$ cat src/rtl/demux16_capture.sv
// Serial-to-16-slot demultiplexer with addressed writes and a 16-bit auto-scan frame capture.
// Optional sticky overrun flag when DEMUX16_OVERRUN_EN is defined.
module demux16_capture #(
    parameter logic [15:0] INIT_Y = 16'h0000
) (
    input  logic        clk,
    input  logic        reset_n,
    input  logic        din,
    input  logic        din_valid,
    input  logic [3:0]  sel,
    input  logic        scan_start,
    input  logic        abort,
    input  logic        done_ack,
    output logic [15:0] y,
    output logic [15:0] frame,
    output logic [3:0]  idx,
    output logic        busy,
    output logic        done
`ifdef DEMUX16_OVERRUN_EN
    ,
    output logic        overrun
`endif
);

    localparam int unsigned W  = 16;
    localparam int unsigned IW = 4;

    typedef enum logic [1:0] {
        IDLE = 2'd0,
        SCAN = 2'd1,
        DONE = 2'd2
    } state_t;

    state_t          state, state_d;
    logic [W-1:0]    y_d, frame_d;
    logic [IW-1:0]   idx_d;

    // Next-state and next-data decode
    always_comb begin
        state_d = state;
        y_d     = y;
        frame_d = frame;
        idx_d   = idx;
        case (state)
            IDLE: begin
                if (scan_start) begin
                    state_d = SCAN;
                    idx_d   = '0;
                end else if (din_valid) begin
                    y_d[sel] = din;
                end
            end
            SCAN: begin
                if (abort) begin
                    state_d = IDLE;
                    idx_d   = '0;
                end else if (din_valid) begin
                    y_d[idx] = din;
                    idx_d    = idx + IW'(1);
                    // Last slot: the snapshot includes the bit written on this same edge
                    if (idx == IW'(W - 1)) begin
                        frame_d = y_d;
                        state_d = DONE;
                    end
                end
            end
            DONE: begin
                if (done_ack) begin
                    idx_d   = '0;
                    state_d = scan_start ? SCAN : IDLE;
                end
            end
            default: begin
                state_d = IDLE;
                idx_d   = '0;
            end
        endcase
    end

    // State and registered outputs; busy/done decode the incoming state
    always_ff @(posedge clk or negedge reset_n) begin
        if (!reset_n) begin
            state <= IDLE;
            y     <= INIT_Y;
            frame <= '0;
            idx   <= '0;
            busy  <= 1'b0;
            done  <= 1'b0;
        end else begin
            state <= state_d;
            y     <= y_d;
            frame <= frame_d;
            idx   <= idx_d;
            busy  <= (state_d == SCAN);
            done  <= (state_d == DONE);
        end
    end

`ifdef DEMUX16_OVERRUN_EN
    logic overrun_d;

    // Sticky: acknowledge clears and wins over a same-cycle overrun
    always_comb begin
        overrun_d = overrun;
        if (done_ack) begin
            overrun_d = 1'b0;
        end else if ((state == DONE) && din_valid) begin
            overrun_d = 1'b1;
        end
    end

    always_ff @(posedge clk or negedge reset_n) begin
        if (!reset_n) begin
            overrun <= 1'b0;
        end else begin
            overrun <= overrun_d;
        end
    end
`endif

endmodule

$ cat config.mk
export PLATFORM = sky130hd
export DESIGN_NAME = demux16_capture
export DESIGN_NICKNAME = d
export VERILOG_FILES = /design/src/rtl/demux16_capture.sv
export SDC_FILE = /design/constraint.sdc
export NUM_CORES = 1
export LEC_CHECK = 0
export CAP_MARGIN = 15
export CORE_ASPECT_RATIO = 1.25
export CORE_MARGIN = 3
export CORE_UTILIZATION = 40
export CTS_BUF_LIST = sky130_fd_sc_hd__clkbuf_2
export DETAILED_ROUTE_END_ITERATION = 8
export GPL_TIMING_DRIVEN = 0
export PLACE_DENSITY = 0.65
export SYNTH_ARGS = -nofsm -noshare
export SYNTH_HDL_FRONTEND = slang
export SYNTH_SLANG_ARGS = --single-unit
$ cat constraint.sdc
create_clock -name clk -period 4.5 [get_ports clk]
set_input_delay 0.45 -clock clk [delete_from_list [all_inputs] [get_ports clk]]
set_output_delay 0.45 -clock clk [all_outputs]
set_load 0.03 [all_outputs]
Word level (Yosys, flattened, before mapping)
Cells that the tools add are included.
- register bits after elaboration: 40
- input port bits: 11
- output and inout port bits: 38
- add/sub/neg operators: 1
- order comparisons: 4
- equality and inequality tests: 12
- mux-type cells: 23
- bitwise gates (word level): 1
- reduce and logical (&&, ||, !) cells: 7
- operators by type and width (operator ; count):
    16-bit two-way mux ; 4
    16-bit bitwise mux ; 2
    16-bit one-hot mux with 2 select lines ; 1
    4-bit two-way mux ; 4
    2-bit inequality test (second input constant) ; 6
    4-bit one-hot mux with 3 select lines ; 1
    4-bit by 5-bit less-than comparator with 1-bit output (second input constant) ; 2
    2-bit two-way mux ; 5
    1-bit demux with 4-bit select ; 2
    4-bit by 1-bit >= comparator with 1-bit output (second input constant) ; 2
    2-bit one-hot mux with 3 select lines ; 1
    5-bit AND reduction ; 1
    4-bit by 1-bit adder with 4-bit output (second input constant) ; 1
    2-bit by 1-bit == test with 1-bit output (second input constant) ; 2
    2-bit == test (second input constant) ; 2
    4-bit == test (second input constant) ; 1
    4-bit AND reduction ; 1
    1-bit two-way mux ; 3
    3-bit inequality test (second input constant) ; 1
    3-bit AND reduction ; 1
    1-bit logical AND ; 2
    2-bit zero test ; 1
    2-bit nonzero test ; 1
    1-bit inverter ; 1

Logic depth before layout (Yosys ltp)
Gate-level depths: netlist (run 1).
- depth in word-level cells: 8
- gate-level depth with buffers: 7

Worst setup path before layout (run 1)
Ideal clock, no wire load.
- path type: reg2reg
- from: register idx[0]
- to: register y[14]
- library setup time: 125 ps
- arrival time: 1895 ps
- required time: 4375 ps
- slack: 2480 ps
- cell stages (with the launch flop): 8
- path buffers: 1
- cell sequence: dfrtp_1 > inv_1 > ha_1 > clkbuf_1 > nand3_1 > or2_2 > a21oi_1 > mux2_2
- longest elaborated chain between the ends: 8
- elaborated cells between the ends (all ways): 9
- ends and longest elaborated chain (item ; line ; text):
    start: declaration ; 16 ; output logic [3:0] idx,
    start signal: assignment ; 93 ; idx <= idx_d;
    4-bit by 5-bit less-than comparator with 1-bit output (implied by the code) or 4-bit by 1-bit >= comparator with 1-bit output (tied branches) ; 58 ; y_d[idx] = din;
    1-bit logical AND (implied by the code) ; 58 ;
    1-bit two-way mux (implied by the code) ; 58 ;
    1-bit demux with 4-bit select * ; 58 ;
    16-bit bitwise mux * ; 58 ;
    16-bit two-way mux * ; 57 ; end else if (din_valid) begin
    16-bit two-way mux * ; 54 ; if (abort) begin
    16-bit one-hot mux with 2 select lines * ; 44 ; case (state)
    end signal: assignment ; 91 ; y <= y_d;
    end: declaration ; 14 ; output logic [15:0] y,
Every way passes the cells marked *; elsewhere a longest branch is shown, timed or not. The select of a mux whose other input is x is not followed.
A chain may end at the register's enable or synchronous reset.

Worst setup path after layout (run 1)
Ends and elaborated chain as after synthesis.

==> flow_metrics.tcl, run 1 <==
set metrics [dict create \
    chipHeight_um 90.3 \
    min_path_type "primary input to flip-flop" \
    num_vias 2059 \
    clkTransAtPathRegs_ns 0.21 \
    drc 0 \
    internal-power_mw 0.588 \
    htreeDepth 2 \
    cp-start-kind "flip-flop" \
    viasPerCell 5.66 \
    cts_hold_buf 1 \
    finalCritPeriodShare_pct 48.9 \
    n_fill_cell 543 \
    worst_path_max_delay_cell "dfrtp_1" \
    ir_worst_vdd_mv 0.238 \
    reg2regPathDepth 7 \
    slew_headroom_pct 34.3 \
    diodes 0 \
    crit_path_end_kind "flip-flop" \
    seq_power_share_pct 45.4 \
    grt_max_degree 41 \
    p_leak_nw 1.14 \
    critPathRequiredTime_ns 4.82 \
    die-area_um2 6630 \
    dp_hpwl_um 4350 \
    power_frac_clock_pct 16.0 \
    area_growth_pct 25.7 \
    ys_seq_area_share_pct 44.0 \
    worstPathArrival_ns 2.52 \
    rsz0062_at_grt "no" \
    cts_tree "done" \
    numCtsBuffers 5 \
    yosysWarnings 0 \
    grtUsageMet3_pct 4.01 \
    clock-root-buffer "clkbuf_2" \
    clock_latency_ns 0.40 \
    layout-drive-gt1-share_pct 10.0 \
    cp_max_fo 9 \
    dr.pass1.iters 4 \
    layout_common_cells "43 x clkdlybuf4s50_1, 40 x dfrtp_1, 20 x clkbuf_1, 20 x nand2_1, 18 x o21ai_0" \
    rows 30 \
    port_buffers 44 \
    grt-ovfl-total 0 \
    period_needed_ns 2.20 \
    max_freq_mhz 454 \
    cts_buffer_depth 2 \
    drtAntennaViolNets 0 \
    switching_share_pct 39.0 \
    grt_pass1_wl_um 10000 \
    cts-resized-gates 0 \
    skew_ns 0.0152 \
    drv_slew 0 \
    drv_cap 0 \
    nNetsFinal 314 \
    grt_pass1_vias 1986 \
    setup.worst_path.end "y[14]" \
    crit_start "idx[0]" \
    p_sw_mw 0.375 \
    final_util_pct 52.1 \
    wl_per_cell_um 16.4 \
    finalSetupViolCount 0 \
    gp_congestion 0.874 \
    synth_seq_cells 40 \
    grt-busiest-layer "met2" \
    rr_startpoint "idx[0]" \
    setup_tns_ns 0 \
    worst_pin_slew_ns 0.972 \
    syn-mean-instance-area_um2 9.24 \
    p_per_area_nw_per_um2 337 \
    use_met2_pct 30.0 \
    first_iter_violations 105 \
    synth_nets 261 \
    io_pins 49 \
    initial_utilization_pct 41.5 \
    synth_edf_count 0 \
    synth_ff_type "dfrtp_1" \
    combinationalPowerShare_pct 38.5 \
    synth_async_sr_flop_share_pct 100 \
    cts.sinks 40 \
    r2r_end "y[14]" \
    post-place-ws_ns 2.10 \
    grtUsageMet1_pct 26.4 \
    crit_type "flip-flop to flip-flop" \
    netlist_instances 246 \
    reg2reg_slack_ns 2.30 \
    postCtsSetupBuffers 0 \
    die_w_um 73.4 \
    core_area_um2 5480 \
    wl_um 5980 \
    grtUsageTotal_pct 19.0 \
    status "complete, no violations" \
    synth_area_um2 2270 \
    final_common_cell "clkdlybuf4s50_1" \
    setup_slack_ns 2.30 \
    cpPeakStageDelay_ns 0.50 \
    hold_viol 0 \
    crit_chain "inv_1 > ha_1 > clkbuf_1 > nand3_1 > or2_2 > a21oi_1 > mux2_2" \
    synth.distinct_cells 38 \
    antenna_found_initial 0 \
]
[sequential cells by signal, indices dropped and copies added (netlist names)]
register / cells
busy: 1
done: 1
frame: 16
idx: 4
state: 2
y: 16
[metal layers]
metal,share of wire (%),vias to the layer above
li1,-,1014
met1,45,977
met2,48,58
met3,5.0,10
met4,1.6,0
met5,0,-
[cell type report]
cell class              count  area (µm²)  area share (%)
multi-input cells         174        1120            39.4
plain buffers              28         133            4.64
flip-flops and latches     40        1000            35.0
clock inverters             3        13.8           0.482
clock buffers               5        25.0           0.876
well taps                  64        80.1            2.80
inverters                   4        15.0           0.525
repair buffers             46         465            16.3
[critical path, delay by kind of cell, from the launching register on]
| kind | cells | cell delay [ns] |
|---|---|---|
| AND/OR/NAND/NOR | 2 | 0.48 |
| flip-flops | 1 | 0.50 |
| AO/OA/AOI/OAI | 1 | 0.15 |
| adder cells (fa/ha/maj) | 1 | 0.14 |
| multiplexers | 1 | 0.34 |
| buffers and inverters | 2 | 0.49 |
[how the worst min path moves through the flow]
stage                        start        end  slack (ns)  depth (start not counted)
after floorplan            reset_n       busy        0.15                          0
after global placement    frame[1]   frame[1]        0.46                          2
after detailed placement   reset_n  frame[13]        0.44                          2
after CTS                      din   frame[8]        0.45                          3
after global routing           din   frame[8]        0.46                          3
final                          din   frame[8]        0.46                          3
[per-stage QoR]
stage	total power, mW	hold WS [ns]	area, µm²	std cells
after floorplan	0.666	0.154	2270	246
after global placement	0.809	0.461	2790	354
after detailed placement	0.811	0.441	2810	355
after CTS	0.970	0.448	2860	364
after global routing	1.03	0.465	2860	364
final	0.964	0.465	2860	364
[logic make-up (layout without fill, tap and decap cells)]
group	Yosys count	count (layout)	synth area share, %
AO/OA/AOI/OAI	90	90	24.9
flip-flops	40	40	44.0
adder cells (fa/ha/maj)	4	4	2.20
buffers and inverters	32	86	6.49
multiplexers	12	12	5.89
AND/OR/NAND/NOR	65	65	15.3
XOR/XNOR	3	3	1.16
[power by group through the flow]
stage | sequential [mW] | clock (mW) | combinational, mW
final | 0.438 | 0.155 | 0.371
after global routing | 0.445 | 0.180 | 0.400
after CTS | 0.437 | 0.162 | 0.371
after detailed placement | 0.445 | 0 | 0.367
after global placement | 0.444 | 0 | 0.365
after floorplan | 0.517 | 0 | 0.149
[cells in the mapped netlist (2+ instances only)]
library cell | count | share of area, %
nand2_1 | 20 | 3.3
xnor2_1 | 2 | 0.77
o32ai_1 | 2 | 0.77
nand2b_1 | 3 | 0.83
o221ai_1 | 4 | 1.5
nor2_1 | 4 | 0.66
a21oi_1 | 15 | 3.3
a22o_1 | 4 | 1.5
nand4_1 | 11 | 3.0
nor2b_1 | 6 | 1.7
nor3_1 | 2 | 0.44
buf_6 | 3 | 1.5
mux2_2 | 7 | 3.5
inv_1 | 4 | 0.66
o21ai_1 | 9 | 2.0
nand3b_1 | 2 | 0.66
clkbuf_1 | 20 | 3.3
a31oi_1 | 17 | 4.7
dfrtp_1 | 40 | 44
ha_1 | 4 | 2.2
mux2i_1 | 4 | 1.8
a21boi_0 | 8 | 2.6
nand3_1 | 7 | 1.5
o21ai_0 | 18 | 4.0
buf_2 | 4 | 0.88
o211ai_1 | 9 | 3.0
or2_2 | 4 | 1.1
a32oi_1 | 3 | 1.2
No activity file was read; power rests on OpenSTA's default activity.
==> inputs of run 2 (changes only) <==
--- a/config.mk
+++ b/config.mk
@@ -12,7 +12,7 @@
 export CTS_BUF_LIST = sky130_fd_sc_hd__clkbuf_2
 export DETAILED_ROUTE_END_ITERATION = 8
 export GPL_TIMING_DRIVEN = 0
-export PLACE_DENSITY = 0.65
+export PLACE_DENSITY = 0.68
 export SYNTH_ARGS = -nofsm -noshare
 export SYNTH_HDL_FRONTEND = slang
 export SYNTH_SLANG_ARGS = --single-unit
==> constraint.sdc (replaced) <==
create_clock -name clk -period 1.95 [get_ports clk]
set_input_delay 0.195 -clock clk [delete_from_list [all_inputs] [get_ports clk]]
set_output_delay 0.195 -clock clk [all_outputs]
set_load 0.03 [all_outputs]
==> flow_metrics.tcl, run 2 (synthesis gave the netlist of run 1 again) <==
set metrics [dict create \
    grtUsageTotal_pct 19.9 \
    cts_tree "done" \
    n_fill_cell 521 \
    min_path_type "primary input to flip-flop" \
    clock-root-buffer "clkbuf_2" \
    status "complete, no violations" \
    worst_pin_slew_ns 0.520 \
    layout-drive-gt1-share_pct 18.5 \
    slew_headroom_pct 65.2 \
    first_iter_violations 109 \
    rows 30 \
    post-place-ws_ns -0.192 \
    initial_utilization_pct 41.5 \
    viasPerCell 5.78 \
    grt_pass1_wl_um 10500 \
    core_area_um2 5480 \
    chipHeight_um 90.3 \
    drv_slew 0 \
    crit_type "flip-flop to flip-flop" \
    period_needed_ns 1.93 \
    cp-start-kind "flip-flop" \
    cts_buffer_depth 2 \
    place_area_um2 2820 \
    cp_max_fo 8 \
    dp_hpwl_um 4350 \
    crit_chain "buf_6 > mux2_4 > or3b_1 > buf_6 > a21oi_2 > mux2_4" \
    p_per_area_nw_per_um2 763 \
    setup_slack_ns 0.0220 \
    p_leak_nw 1.21 \
    num_vias 2116 \
    antenna_found_initial 0 \
    numCtsBuffers 5 \
    critPathRequiredTime_ns 2.27 \
    hold_viol 0 \
    critical_path_buf_inv_count 2 \
    htreeDepth 2 \
    diodes 0 \
    skew_ns 0.0147 \
    clkTransAtPathRegs_ns 0.20 \
    stdcell_area_um2 3030 \
    nNetsFinal 316 \
    grt_pass1_vias 2116 \
    ir_worst_vdd_mv 0.460 \
    grt_max_degree 24 \
    port_buffers 44 \
    crit_path_end_kind "flip-flop" \
    cpPeakStageDelay_ns 0.42 \
    max_freq_mhz 519 \
    grt-ovfl-total 0 \
    top_regs "frame (16), y (16), idx (4)" \
    layout_common_cells "43 x clkdlybuf4s50_1, 38 x dfrtp_1, 20 x nand2_1, 18 x o21ai_0, 17 x a31oi_1" \
    critical_path.top_delay_family "multiplexers" \
    area_growth_pct 33.1 \
    worstPathArrival_ns 2.25 \
    worst_path_max_delay_cell "dfrtp_1" \
    clock_latency_ns 0.42 \
    cts.sinks 40 \
    finalSetupViolCount 0 \
    die_w_um 73.4 \
    rsz0062_at_grt "yes" \
    wl_um 6250 \
    die-area_um2 6630 \
    drtAntennaViolNets 0 \
    final_common_cell "clkdlybuf4s50_1" \
    wl_per_cell_um 17.1 \
    drc 0 \
    io_pins 49 \
    drv_cap 0 \
    dr.pass1.iters 4 \
    gp_congestion 0.861 \
    finalCritPeriodShare_pct 98.9 \
]
## run 2: cell count changes in the layout (fill, tap and decap cells not counted), sizes merged
cell | before | now
buf | 10 | 14
clkbuf | 25 | 23
## run 2: layout make-up
class	instances	area, µm²	share of cell area [%]
Buffer	26	136	4.51
Clock buffer	5	25.0	0.827
Clock inverter	3	13.8	0.455
Inverter	4	15.0	0.496
Multi-Input combinational cell	174	1230	40.7
Sequential cell	40	1000	33.2
Tap cell	64	80.1	2.65
Timing Repair Buffer	50	520	17.2
## run 2: repair_timing
| item | 4_1_cts | 5_1_grt |
|---|---|---|
| pin swaps | 0 | 4 |
| gates cloned | 0 | 1 |
| resized for setup | 9 | 25 |
| hold endpoints to repair | 17 | 0 |
| hold buffers | 1 | 0 |
| buffers inserted | 1 | 2 |
| setup endpoints to repair | 17 | 20 |
## run 2: tightest hold or removal path, delay by kind of cell
| family | cells | cell delay (ns) |
|---|---|---|
| and+or+nand+nor | 1 | 0.09 |
| buffers and inverters | 1 | 0.16 |
| AOI/OAI and AO/OA | 1 | 0.12 |
## run 2: worst paths after layout
| check | start | slack (ns) | to | cells past startpoint |
|---|---|---|---|---|
| setup / recovery | state[0] | 0.02 | y[13] | 6 |
| hold / removal | sel[3] | 0.19 | y[12] | 3 |
| setup reg to reg | state[0] | 0.02 | y[13] | 6 |
| hold reg to reg | frame[3] | 0.50 | frame[3] | 2 |
| max in group asynchronous | reset_n | 1.25 | busy | 3 |
| min in group asynchronous | reset_n | 0.22 | y[0] | 2 |
## run 2: layer usage
metal	vias to the layer above	global-route usage [%]	wire length [µm]
met5	-	0	0
met4	0	6.65	82
met3	7	3.23	301
met2	66	31.6	3100
met1	1021	27.1	2760
li1	1022	-	-
## run 2: power by group
group          leakage [nW]  internal, mW  total [mW]  switching (mW)
clock network        0.0302        0.0804       0.369           0.288
registers             0.506         0.925        1.02          0.0961
logic                 0.672         0.399       0.919           0.521
## run 2: stage by stage
| stage | hold slack [ns] | instances | utilization (%) | setup TNS (ns) | power, mW |
|---|---|---|---|---|---|
| 6_report | 0.192 | 366 | 55.2 | 0 | 2.31 |
| 5_1_grt | 0.204 | 366 | 55.2 | -0.110 | 2.44 |
| 4_1_cts | 0.172 | 363 | 52.9 | 0 | 2.25 |
| 3_5_place_dp | 0.178 | 355 | 51.4 | -2.12 | 1.87 |
| 3_3_place_gp | 0.462 | 354 | 51.0 | -16.31 | 1.86 |
| 2_1_floorplan | -0.101 | 246 | - | 0 | 1.54 |
